**config.mk**
```make
export PLATFORM = sky130hd
export DESIGN_NAME = reel_stop_ctrl
export DESIGN_NICKNAME = d
export VERILOG_FILES = /design/src/rtl/slot_pkg.sv /design/src/rtl/btn_debounce.sv /design/src/rtl/reel_stop_ctrl.sv
export SDC_FILE = /design/constraint.sdc
export NUM_CORES = 1
export LEC_CHECK = 0
export ABC_AREA = 1
export CORE_ASPECT_RATIO = 2
export CORE_UTILIZATION = 65
export CTS_CLUSTER_DIAMETER = 40
export DETAILED_ROUTE_END_ITERATION = 8
export PLACE_DENSITY = 0.85
export SLEW_MARGIN = 30
export SYNTH_ARGS = -nofsm -noshare
export SYNTH_HDL_FRONTEND = slang
export SYNTH_SLANG_ARGS = --single-unit
export TNS_END_PERCENT = 1
```
**constraint.sdc**
```tcl
create_clock -name clk -period 2.6 [get_ports clk]
set_input_delay 0.52 -clock clk [delete_from_list [all_inputs] [get_ports clk]]
set_output_delay 0.52 -clock clk [all_outputs]
set_load 0.1 [all_outputs]
```
**src/rtl/slot_pkg.sv**
```systemverilog
// slot_pkg
// Shared types and constants for the two-reel stop controller:
//   state_t     FSM state encoding (IDLE, SPIN_BOTH, SPIN2, DONE)
//   REEL_*      reel digit limit and per-tick step sizes
//   SEG_TABLE   active-high a..g patterns for digits 0..9 (bit 0 = a)
//   reel_add    mod-10 add, valid for digit 0..9 and step 0..9
//   seg_decode  digit to segment pattern, blank for anything above 9
package slot_pkg;

  typedef enum logic [1:0] {
    IDLE      = 2'd0,
    SPIN_BOTH = 2'd1,
    SPIN2     = 2'd2,
    DONE      = 2'd3
  } state_t;

  localparam logic [3:0] REEL_MAX   = 4'd9;
  localparam logic [3:0] REEL1_STEP = 4'd1;
  localparam logic [3:0] REEL2_STEP = 4'd3;

  // Element 9 is leftmost so SEG_TABLE[d] selects digit d.
  localparam logic [9:0][6:0] SEG_TABLE = {
    7'b1101111, 7'b1111111, 7'b0000111, 7'b1111101, 7'b1101101,
    7'b1100110, 7'b1001111, 7'b1011011, 7'b0000110, 7'b0111111
  };

  function automatic logic [3:0] reel_add(input logic [3:0] v, input logic [3:0] step);
    logic [4:0] s;
    s = {1'b0, v} + {1'b0, step};
    if (s > {1'b0, REEL_MAX}) s = s - 5'd10;
    return s[3:0];
  endfunction

  function automatic logic [6:0] seg_decode(input logic [3:0] d);
    if (d > REEL_MAX) return 7'b0;
    return SEG_TABLE[d];
  endfunction

endpackage

```
**src/rtl/btn_debounce.sv**
```systemverilog
// btn_debounce
// Two-flop synchronizer, level debouncer and rising-edge pulse for one button.
//   clk, rst_n  clock and async active-low reset
//   btn         raw asynchronous button input, active-high
//   pulse       one-cycle pulse when a new high level is accepted
// A level is accepted once the synchronized input has differed from the
// accepted level for DB_CYCLES consecutive cycles; any bounce restarts the count.
module btn_debounce #(
  parameter int DB_CYCLES = 500000
) (
  input  logic clk,
  input  logic rst_n,
  input  logic btn,
  output logic pulse
);

  localparam int CW = $clog2(DB_CYCLES + 1);

  logic          s1;
  logic          s2;
  logic          level;
  logic [CW-1:0] cnt;
  logic          settle;

  assign settle = (s2 != level) && (cnt == CW'(DB_CYCLES - 1));

  always_ff @(posedge clk or negedge rst_n) begin
    if (!rst_n) begin
      s1    <= 1'b0;
      s2    <= 1'b0;
      level <= 1'b0;
      cnt   <= '0;
      pulse <= 1'b0;
    end else begin
      s1    <= btn;
      s2    <= s1;
      pulse <= settle && s2;
      if (s2 == level) begin
        cnt <= '0;
      end else if (settle) begin
        level <= s2;
        cnt   <= '0;
      end else begin
        cnt <= cnt + 1'b1;
      end
    end
  end

endmodule

```
**src/rtl/reel_stop_ctrl.sv**
```systemverilog
// reel_stop_ctrl
// Two-reel slot controller: start spins both reels, stop1 freezes reel 1,
// stop2 freezes reel 2 and raises judge.
//   clk, rst_n               clock and async active-low reset
//   btn_start/stop1/stop2    raw asynchronous buttons, active-high
//   reel1, reel2             current reel digits 0..9
//   judge                    high while both reels are stopped (DONE)
//   seg1, seg2               a..g segment patterns of reel1/reel2
// Build option: define SEG7_OUT_EN to drive seg1/seg2 from the digit decoder;
// otherwise both are tied to 0 and no decoder exists.
//
// state     | meaning
// IDLE      | after reset, waiting for start
// SPIN_BOTH | both reels advancing
// SPIN2     | reel 1 frozen, reel 2 advancing
// DONE      | both frozen, judge high, start resumes spinning
module reel_stop_ctrl
  import slot_pkg::*;
#(
  parameter int DB_CYCLES = 500000,
  parameter int SPIN_DIV  = 1000000
) (
  input  logic       clk,
  input  logic       rst_n,
  input  logic       btn_start,
  input  logic       btn_stop1,
  input  logic       btn_stop2,
  output logic [3:0] reel1,
  output logic [3:0] reel2,
  output logic       judge,
  output logic [6:0] seg1,
  output logic [6:0] seg2
);

  localparam int TW = $clog2(SPIN_DIV + 1);

  state_t        state;
  state_t        state_nx;
  logic [TW-1:0] tick_cnt;
  logic          start_p;
  logic          stop1_p;
  logic          stop2_p;
  logic          spinning;
  logic          tick;
  logic          adv1;
  logic          adv2;

  btn_debounce #(.DB_CYCLES(DB_CYCLES)) u_db_start (
    .clk(clk), .rst_n(rst_n), .btn(btn_start), .pulse(start_p)
  );
  btn_debounce #(.DB_CYCLES(DB_CYCLES)) u_db_stop1 (
    .clk(clk), .rst_n(rst_n), .btn(btn_stop1), .pulse(stop1_p)
  );
  btn_debounce #(.DB_CYCLES(DB_CYCLES)) u_db_stop2 (
    .clk(clk), .rst_n(rst_n), .btn(btn_stop2), .pulse(stop2_p)
  );

  always_comb begin
    state_nx = state;
    case (state)
      IDLE, DONE: if (start_p) state_nx = SPIN_BOTH;
      SPIN_BOTH:  if (stop1_p) state_nx = SPIN2;
      SPIN2:      if (stop2_p) state_nx = DONE;
      default:    state_nx = IDLE;
    endcase
  end

  assign spinning = (state == SPIN_BOTH) || (state == SPIN2);
  assign tick     = spinning && (tick_cnt == TW'(SPIN_DIV - 1));
  // A stop pulse coinciding with a tick freezes the reel at its pre-tick value.
  assign adv1     = tick && (state == SPIN_BOTH) && !stop1_p;
  assign adv2     = tick && ((state == SPIN_BOTH) || ((state == SPIN2) && !stop2_p));

  // The counter idles at 0 outside the spin states, so every entry to
  // SPIN_BOTH starts a fresh tick period.
  always_ff @(posedge clk or negedge rst_n) begin
    if (!rst_n) begin
      state    <= IDLE;
      tick_cnt <= '0;
      reel1    <= 4'd0;
      reel2    <= 4'd0;
    end else begin
      state <= state_nx;
      if (!spinning || tick) tick_cnt <= '0;
      else                   tick_cnt <= tick_cnt + 1'b1;
      if (adv1) reel1 <= reel_add(reel1, REEL1_STEP);
      if (adv2) reel2 <= reel_add(reel2, REEL2_STEP);
    end
  end

  assign judge = (state == DONE);

`ifdef SEG7_OUT_EN
  assign seg1 = seg_decode(reel1);
  assign seg2 = seg_decode(reel2);
`else
  assign seg1 = 7'b0;
  assign seg2 = 7'b0;
`endif

endmodule

```
# After elaboration in Yosys (flattened, before gate mapping)
# Cells that the tools add are included.
# word_totals
reg_bits,99
out_inout_bits,23
word_cells,84
# op_classes
add_sub_neg,8
order_cmp,2
n_eq_ne,16
muxes,13
bitwise_logic,3
reduce_logical,23
# ops
cell,count
two-way mux 19 bit,6
adder 19 x 1 -> 19 bit (second input constant),3
== test 19 bit (second input constant),3
adder 20 x 1 -> 20 bit (second input constant),1
== test 20 bit (second input constant),1
two-way mux 20 bit,1
logical AND 1 bit,11
> comparator 5 x 4 -> 1 bit (second input constant),2
two-way mux 4 bit,2
subtractor 4 bit (second input constant),2
two-way mux 2 bit,3
!= test 2 x 1 -> 1 bit (second input constant),3
case mux 2 bit (3 select lines),1
AND reduction 2 bit,3
adder 4 x 1 -> 5 bit (second input constant),1
adder 4 x 2 -> 5 bit (second input constant),1
== test 2 bit (second input constant),2
== test 1 bit,3
logical NOT 1 bit,3
logical OR 1 bit,3
!= test 1 bit,3
inverter 1 bit,3
AND reduction 3 bit,1
== test 2 x 1 -> 1 bit (second input constant),1
other kinds (2),2

# Longest topological paths before layout
# Gate-level depths: netlist of the first run.
# depth
depth_word,5
depth_mapped,15
depth_no_buf,15

# Hierarchy
# Synthesis of the first run repeated with hierarchy kept, for this count alone.
# hier_totals
cells_unflattened,808
hier_area_um2,5999.5
# by_module_without_submodules
module,instances,cells_each,area_each_um2
btn_debounce,3,168,1270.0
reel_stop_ctrl,1,304,2189.6

# Least setup slack after synthesis of the first run
# No wires, ideal clock.
# synth_timing
path_kind,flip-flop to flip-flop
startpoint,register reel2[0]
endpoint,register reel2[2]
setup_ns,0.120
arrival_ns,2.356
t_required_ns,2.480
slack_ns,0.124
stages_incl_launch_ff,16
n_path_buf,0
cell_sequence,dfrtp_1 -> inv_1 -> ha_1 -> inv_1 -> nand2_1 -> nand2_1 -> ha_1 -> inv_1 -> a21oi_1 -> a21oi_1 -> nand2_1 -> nand2_1 -> nand2_1 -> nand2_1 -> nand2_1 -> nand2_1
# synth_between
elab_chain_cells,3
elab_cells_between_ends,4
cone_classes,2 x add/sub; 1 x order compare; 1 x mux
# synth_lines
element,line_no,rtl
from (decl),reel_stop_ctrl.sv:29,"output logic [3:0] reel2,"
from (signal assigned),reel_stop_ctrl.sv:87,"if (adv2) reel2 <= reel_add(reel2, REEL2_STEP);"
adder 4 x 2 -> 5 bit (*),slot_pkg.sv:29,"s = {1'b0, v} + {1'b0, step};"
subtractor 4 bit or > comparator 5 x 4 -> 1 bit (tied branches),slot_pkg.sv:30,"if (s > {1'b0, REEL_MAX}) s = s - 5'd10;"
two-way mux 4 bit (*),slot_pkg.sv:30,
# Mark *: on every way between the ends. The rest lies on a longest branch, timed or not.
# A chain may end at the register's enable or synchronous reset.

# Final worst setup path of the first run
# Same ends and word-level chain as after synthesis.

==> flow_summary_export.csv, run 1 <==
group,metric,value,unit
drt,vias,4933,
finish,antenna_cells_inserted,0,
timing,hold_viol,0,
logic_synthesis,synth_flop_cell,"sky130_fd_sc_hd__dfrtp_1",
global_route,largest_net_degree_at_the_start_of_global_routing,65,
worst_setup_path,critPathRequiredTime,2.89,ns
floorplan,start_util,0.6688,
cts,post-cts-setup-buffers,0,
logic_synthesis,synth-async-reset-ratio,1.000,
worst_setup_path,crit-reg2reg-capture,"reel2[2]",
global_route,grt-ovfl-total,0,
floorplan,die_area,0.009303,mm²
floorplan,ios,28,
job,drv.max_cap_violation_count,0,
finish,design.final.nets,804,
min_path,holdCritPathClass,"primary input to async pin",
floorplan,core-area,0.008648,mm²
logic_synthesis,sequential_fraction_of_the_synthesis_area,0.4283,
logic_synthesis,synth_simple_gate_area_frac,0.3643,
cts,cts-resized-gates,0,
drt,remaining_drc_errors,0,
logic_synthesis,synth_edf_count,0,
logic_synthesis,flip_flop_and_latch_count_after_synthesis,99,
cts,clockRootBuffer,"sky130_fd_sc_hd__clkbuf_16",
drt,drt.antenna.violating_nets,0,
global_route,wire_length_of_the_first_global_routing_pass,20.67,mm
placed_design,placedInstanceArea,0.005963,mm²
drt,post_dr_wirelength_cell,13.67,µm
global_route,grt_pass1_vias,5005,
drt,wirelength,12.12,mm
logic_synthesis,syn_inst,762,
logic_synthesis,fraction_of_the_mapped_netlist_area_in_compound_gates,0.02315,
worst_setup_path,critical_path_class,"flop to flop",
power_and_ir_drop,p_leak,2.853,nW
worst_setup_path,critPathMaxFanout,5,
cts,cts-htree-levels,3,
timing,timing.final.setup_violations,0,
floorplan,placementRows,48,
worst_setup_path,timing.critical_path.to,"reel2[2]",
worst_setup_path,reg2reg_depth,15,
worst_setup_path,cp-end-kind,"flop",
floorplan,die_h,135.4,µm
timing,finalClockSkew,0.008672,ns
global_route,antenna_violations_before_repair,0,
cts,cts-hold-fix-buffers,0,
power_and_ir_drop,powerDensity,501.1,mW/mm²
cts,insertion_delay_of_the_later_clocked_pin_in_the_worst_skew_pair,0.35,ns
cts,tritoncts_clock_tree,"built",
drt,detailedRoute.firstPassIterationCount,6,
timing,totalNegativeSetupSlack,0,ns
worst_setup_path,cp.arrival,2.38,ns
logic_synthesis,yosys-mux-area-fraction,0,
status,run_status,"finished, final reports clean",
cts,clk_pin_slew_worst_setup_hold_paths,0.07,ns
drt,avgViaCountPerCell,5.561,
logic_synthesis,synth_top_family_by_area,"simple AND/OR/NAND/NOR gates",
finish,postLayoutCellArea,0.006279,mm²
placed_design,place.port_buffers,13,
worst_setup_path,startpoint_type,"flop",
logic_synthesis,post_synth_instance_area,0.005784,mm²
logic_synthesis,synth_cell_types,35,
cts,cts_max_path_buffers,2,
logic_synthesis,synth-xor-area-share,0.05732,
drt,drtIter0Drc,379,
timing,fin_crit_sh,0.8049,
power_and_ir_drop,worst_ir_drop_vdd,0.5553,mV
worst_setup_path,regToRegStartpoint,"reel2[0]",
placed_design,place.detailed.hpwl,9.202,mm
logic_synthesis,yosysWarnings,0,
logic_synthesis,synth-adder-area-share,0.03245,
finish,synthToLayoutAreaGrowth,8.544,%
worst_setup_path,setup.worst_path.start,"reel2[0]",
worst_setup_path,rrSetupSlack,0.51,ns
global_route,globalRouteTotalUtil,0.2962,
cts,clock_sinks,99,
timing,final_slew_violations,0,
timing,timing.final.crit_period,2.093,ns
floorplan,die-width,68.71,µm
placed_design,gp_routability_congestion,0.9863,
timing,max_freq,0.4778,GHz
logic_synthesis,synthesis.area_per_instance,7.591,µm²
finish,layout-drive-gt1-share,0.1004,
cts,cts_buffers,9,
timing,grt_setup_unrepaired,"false",
==> power by group <==
part | leakage (nW) | internal (mW) | switching, mW | total, mW
Combinational | 1.34 | 0.0223 | 0.151 | 0.173
Clock | 0.151 | 0.859 | 0.547 | 1.41
Sequential | 1.36 | 1.56 | 0.0107 | 1.57
Total | 2.85 | 2.44 | 0.708 | 3.15
==> per-layer routing <==
metal	vias up	share of wire	track usage
met5	-	0	0
li1	2397	-	-
met4	0	0.047	0.1848
met2	157	0.57	0.5310
met1	2314	0.35	0.2981
met3	65	0.034	0.05303
==> critical path, cell delays in order, from the launching register on <==
cell,delay [ns]
sky130_fd_sc_hd__dfrtp_1,0.39
sky130_fd_sc_hd__inv_1,0.15
sky130_fd_sc_hd__ha_1,0.20
sky130_fd_sc_hd__inv_1,0.04
sky130_fd_sc_hd__nand2_1,0.09
sky130_fd_sc_hd__nand2_1,0.13
sky130_fd_sc_hd__ha_1,0.24
sky130_fd_sc_hd__inv_1,0.10
sky130_fd_sc_hd__a21oi_1,0.05
sky130_fd_sc_hd__a21oi_1,0.17
sky130_fd_sc_hd__nand2_1,0.13
sky130_fd_sc_hd__nand2_1,0.10
sky130_fd_sc_hd__nand2_1,0.05
sky130_fd_sc_hd__nand2_1,0.05
sky130_fd_sc_hd__nand2_1,0.05
sky130_fd_sc_hd__nand2_1,0.07
==> cell usage in the layout (no fill, tap or decap), types with 14 or more instances in the layout <==
master	count
sky130_fd_sc_hd__dfrtp_1	99
sky130_fd_sc_hd__nor2_1	136
sky130_fd_sc_hd__nand3_1	43
sky130_fd_sc_hd__nor3_1	28
sky130_fd_sc_hd__xor2_1	30
sky130_fd_sc_hd__conb_1	14
sky130_fd_sc_hd__nor2_2	17
sky130_fd_sc_hd__inv_1	103
sky130_fd_sc_hd__ha_1	15
sky130_fd_sc_hd__nand4_1	27
sky130_fd_sc_hd__nand2_1	170
==> Yosys cell counts, types with 2 or more instances <==
master,count,area share
sky130_fd_sc_hd__inv_1,103,0.067
sky130_fd_sc_hd__buf_4,14,0.018
sky130_fd_sc_hd__inv_2,8,0.0052
sky130_fd_sc_hd__nor3_2,3,0.0052
sky130_fd_sc_hd__nand2_4,2,0.0039
sky130_fd_sc_hd__xnor2_1,6,0.0091
sky130_fd_sc_hd__o211ai_1,3,0.0039
sky130_fd_sc_hd__nor4_1,4,0.0043
sky130_fd_sc_hd__a21oi_1,8,0.0069
sky130_fd_sc_hd__nand2_1,170,0.11
sky130_fd_sc_hd__nor2_4,5,0.0097
sky130_fd_sc_hd__nor2_2,17,0.018
sky130_fd_sc_hd__nand3_1,43,0.037
sky130_fd_sc_hd__nand4_1,27,0.029
sky130_fd_sc_hd__ha_1,15,0.032
sky130_fd_sc_hd__nor2_1,136,0.088
sky130_fd_sc_hd__nand2_2,9,0.0097
sky130_fd_sc_hd__nor3b_1,6,0.0078
sky130_fd_sc_hd__xor2_1,30,0.045
sky130_fd_sc_hd__o21ai_0,10,0.0087
sky130_fd_sc_hd__nor3_1,28,0.024
sky130_fd_sc_hd__nand3_2,4,0.0069
sky130_fd_sc_hd__dfrtp_1,99,0.43
==> through the flow <==
| stage | power (mW) | setup WS [ns] | hold slack [ns] | instances | utilization |
|---|---|---|---|---|---|
| 2_1_floorplan | 1.735 | 0.1236 | 0.2244 | 775 | - |
| 4_1_cts | 3.169 | 0.5647 | 0.1449 | 887 | 0.7260 |
| 3_3_place_gp | 1.767 | 0.8099 | 0.3335 | 873 | 0.6895 |
| 5_1_grt | 3.243 | 0.3535 | 0.1733 | 887 | 0.7260 |
| 6_report | 3.146 | 0.5072 | 0.1273 | 887 | 0.7260 |
| 3_5_place_dp | 1.771 | 0.5980 | 0.3410 | 873 | 0.6895 |
==> state kept, by name (all words and copies together) (netlist names), 2 cells and up <==
name	count
reel1	4
u_db_stop2.cnt	19
u_db_stop1.cnt	19
state	2
u_db_start.cnt	19
reel2	4
tick_cnt	20
==> how the worst min path moves through the flow <==
stage / to / slack (ns) / startpoint
3_5_place_dp: u_db_stop1.s2 / 0.34 / u_db_stop1.s1
6_report: reel1[0] / 0.13 / rst_n
2_1_floorplan: reel1[0] / 0.22 / rst_n
5_1_grt: u_db_stop2.cnt[2] / 0.17 / rst_n
4_1_cts: u_db_stop2.cnt[2] / 0.14 / rst_n
3_3_place_gp: u_db_stop1.s2 / 0.33 / u_db_stop1.s1
==> layout make-up <==
class                           count  area (µm²)
Clock buffer                       10       239.0
Clock inverter                      4       76.32
Inverter                          112       422.9
Fill cell                         673        2370
Multi-Input combinational cell    548        2813
Tap cell                          100       125.1
Sequential cell                    99        2477
Timing Repair Buffer               14       125.1
==> logic make-up (layout without fill, tap and decap cells) <==
kind of cell,Yosys count,after routing
other,1,14
buffers and inverters,128,140
flip-flops,99,99
AO/OA/AOI/OAI,24,24
XOR/XNOR,37,37
adder cells (fa/ha/maj),15,15
AND/OR/NAND/NOR,458,458
No activity file was read; power rests on OpenSTA's default activity.
==> run 2: changes to the inputs <==
--- a/config.mk
+++ b/config.mk
@@ -7,10 +7,10 @@
 export LEC_CHECK = 0
 export ABC_AREA = 1
 export CORE_ASPECT_RATIO = 2
-export CORE_UTILIZATION = 65
+export CORE_UTILIZATION = 55
 export CTS_CLUSTER_DIAMETER = 40
 export DETAILED_ROUTE_END_ITERATION = 8
-export PLACE_DENSITY = 0.85
+export PLACE_DENSITY = 0.77
 export SLEW_MARGIN = 30
 export SYNTH_ARGS = -nofsm -noshare
 export SYNTH_HDL_FRONTEND = slang
==> constraint.sdc (replaced) <==
create_clock -name clk -period 1.8 [get_ports clk]
set_input_delay 0.36 -clock clk [delete_from_list [all_inputs] [get_ports clk]]
set_output_delay 0.36 -clock clk [all_outputs]
set_load 0.1 [all_outputs]
==> run 2 against run 1 <==
  * Register-to-register slack got worse by 0.43 ns
  * Cell area rose by 6.6%
  * Die area up 18%
  * Sequential cell count unchanged
  * Power increased by 48%
  * Clock power rose by 50%
  * Count of clock-buffer cells in the layout increased by 2
==> flow_summary_export.csv, run 2 (same netlist as run 1, synthesis figures left out) <==
group,metric,value,unit
status,run_status,"finished, final reports clean",
finish,final_cell_count_no_fill,938,
worst_setup_path,critPathMaxFanout,4,
drt,drtIter0Drc,344,
power_and_ir_drop,powerDensity,694.7,mW/mm²
worst_setup_path,path_cells,"inv_4 > ha_4 > inv_2 > nand2_4 > nand2_4 > ha_4 > inv_2 > a21oi_2 > a21oi_2 > nand2_2 > nand2_2 > nand2_1 > nand3_1 > nand2_1",
global_route,grt-ovfl-total,0,
min_path,holdCritPathClass,"flop to flop",
finish,number_of_flip_flops_in_the_largest_register,20,
timing,hold_viol,0,
cts,clk_pin_slew_worst_setup_hold_paths,0.07,ns
floorplan,start_util,0.5699,
placed_design,dpl.cell_count,916,
global_route,grt_pass1_vias,5040,
drt,wirelength,12.69,mm
timing,timing.final.crit_period,1.722,ns
floorplan,placementRows,52,
floorplan,ios,28,
worst_setup_path,cp-end-kind,"flop",
floorplan,die-width,74.52,µm
floorplan,core-area,0.01015,mm²
finish,antenna_cells_inserted,0,
placed_design,place.port_buffers,13,
finish,layout.area.seq,0.002495,mm²
finish,layout_common_cells,"sky130_fd_sc_hd__nand2_1, sky130_fd_sc_hd__nor2_1, sky130_fd_sc_hd__inv_1",
finish,final.fill_count,853,
power_and_ir_drop,finalPower,4.648,mW
drt,vias,5010,
finish,layout-drive-gt1-share,0.1494,
cts,insertion_delay_of_the_later_clocked_pin_in_the_worst_skew_pair,0.35,ns
power_and_ir_drop,worst_ir_drop_vdd,0.6255,mV
worst_setup_path,critPathRequiredTime,2.03,ns
worst_setup_path,startpoint_type,"flop",
worst_setup_path,critical_path_class,"flop to flop",
timing,max_freq,0.5809,GHz
timing,grt_setup_unrepaired,"true",
timing,final_slew_violations,0,
timing,timing.final.setup_violations,0,
global_route,wire_length_of_the_first_global_routing_pass,21.53,mm
worst_setup_path,rrSetupSlack,0.08,ns
job,drv.max_cap_violation_count,0,
drt,avgViaCountPerCell,5.341,
finish,registers.top_by_ff_count,"tick_cnt",
global_route,largest_net_degree_at_the_start_of_global_routing,41,
cts,tritoncts_clock_tree,"built",
floorplan,die_area,0.01096,mm²
global_route,globalRouteTotalUtil,0.2513,
finish,synthToLayoutAreaGrowth,15.68,%
global_route,antenna_violations_before_repair,0,
drt,detailedRoute.firstPassIterationCount,5,
placed_design,gp_routability_congestion,0.9359,
timing,finalClockSkew,0.008902,ns
cts,cts-htree-levels,3,
worst_setup_path,worst_path_max_delay_cell,"sky130_fd_sc_hd__dfrtp_4",
finish,multi_input_area,0.002925,mm²
cts,cts_buffers,9,
cts,clock_sinks,99,
cts,cts_max_path_buffers,2,
drt,drt.antenna.violating_nets,0,
worst_setup_path,critical_path.max_stage_delay,0.49,ns
drt,remaining_drc_errors,0,
finish,design.final.nets,818,
power_and_ir_drop,p_leak,2.967,nW
cts,clockRootBuffer,"sky130_fd_sc_hd__clkbuf_16",
placed_design,place.detailed.hpwl,9.511,mm
worst_setup_path,cp.arrival,1.96,ns
finish,mostFrequentLayoutCell,"sky130_fd_sc_hd__nand2_1",
floorplan,die_h,147.0,µm
timing,fin_crit_sh,0.9564,
drt,post_dr_wirelength_cell,13.53,µm
## run 2: cell types whose count changed in the layout (fill, tap and decap cells not counted), moves of 5 or more
cell	before	now
sky130_fd_sc_hd__buf_12	1	10
sky130_fd_sc_hd__dfrtp_1	99	93
sky130_fd_sc_hd__ha_1	15	10
sky130_fd_sc_hd__ha_4	0	5
sky130_fd_sc_hd__inv_1	103	97
sky130_fd_sc_hd__nand2_1	170	163
sky130_fd_sc_hd__nand2_2	9	14
## run 2: what timing repair did
item	CTS	global route
hold buffers	1	0
setup buffers	1	4
gates cloned	0	0
gates resized for setup	0	9
pin swaps	0	3
hold endpoints to repair	27	0
setup endpoints to repair	1	9
## run 2: through the flow
step	util	worst slack, ns	cell area [µm²]	hold WS [ns]	TNS (ns)
after global placement	0.6186	0.1011	6279	0.3251	0
after CTS	0.6527	0.01983	6625	0.3503	0
after global routing	0.6593	-0.03551	6691	0.3580	-0.1367
after floorplan	-	-0.02161	5932	0.06441	-0.05361
final	0.6593	0.07845	6691	0.3479	0
after detailed placement	0.6186	0.02058	6279	0.3334	0
## run 2: area by class of cell
class,count,area share
clock buffer,12,0.03833
sequential,99,0.3728
clock inverter,4,0.01085
tap,135,0.02524
inverter,112,0.06395
timing repair buffer,28,0.05161
multi-input combinational,548,0.4372
## run 2: routing by layer
metal,track usage,share of wire,up-vias
met1,0.2616,0.36,2417
met3,0.03018,0.027,53
met2,0.4658,0.57,115
li1,-,-,2425
met4,0.1321,0.039,0
met5,0,0,-
## run 2: path summary, 6_finish.rpt
| check | from | cells past startpoint | end |
|---|---|---|---|
| worst max-delay path | reel2[0] | 14 | reel2[1] |
| worst min-delay path | u_db_stop1.s1 | 0 | u_db_stop1.s2 |
| worst max register to register | reel2[0] | 14 | reel2[1] |
| worst min register to register | u_db_stop1.s1 | 0 | u_db_stop1.s2 |
| max in group asynchronous | rst_n | 3 | u_db_stop2.cnt[2] |
| min in group asynchronous | rst_n | 2 | tick_cnt[11] |
## run 2: critical path, delay by kind of cell, from the launching register on
kind | cells | cell delay, ns
and+or+nand+nor | 7 | 0.48
DFF | 1 | 0.49
AOI/OAI and AO/OA | 2 | 0.15
adders and majority gates | 2 | 0.31
buffers and inverters | 3 | 0.18
## run 2: power breakdown
part	internal [mW]	switching (mW)	total (mW)
combinational	0.0394	0.223	0.263
clock	1.29	0.831	2.12
sequential	2.25	0.0159	2.26
total	3.58	1.07	4.65
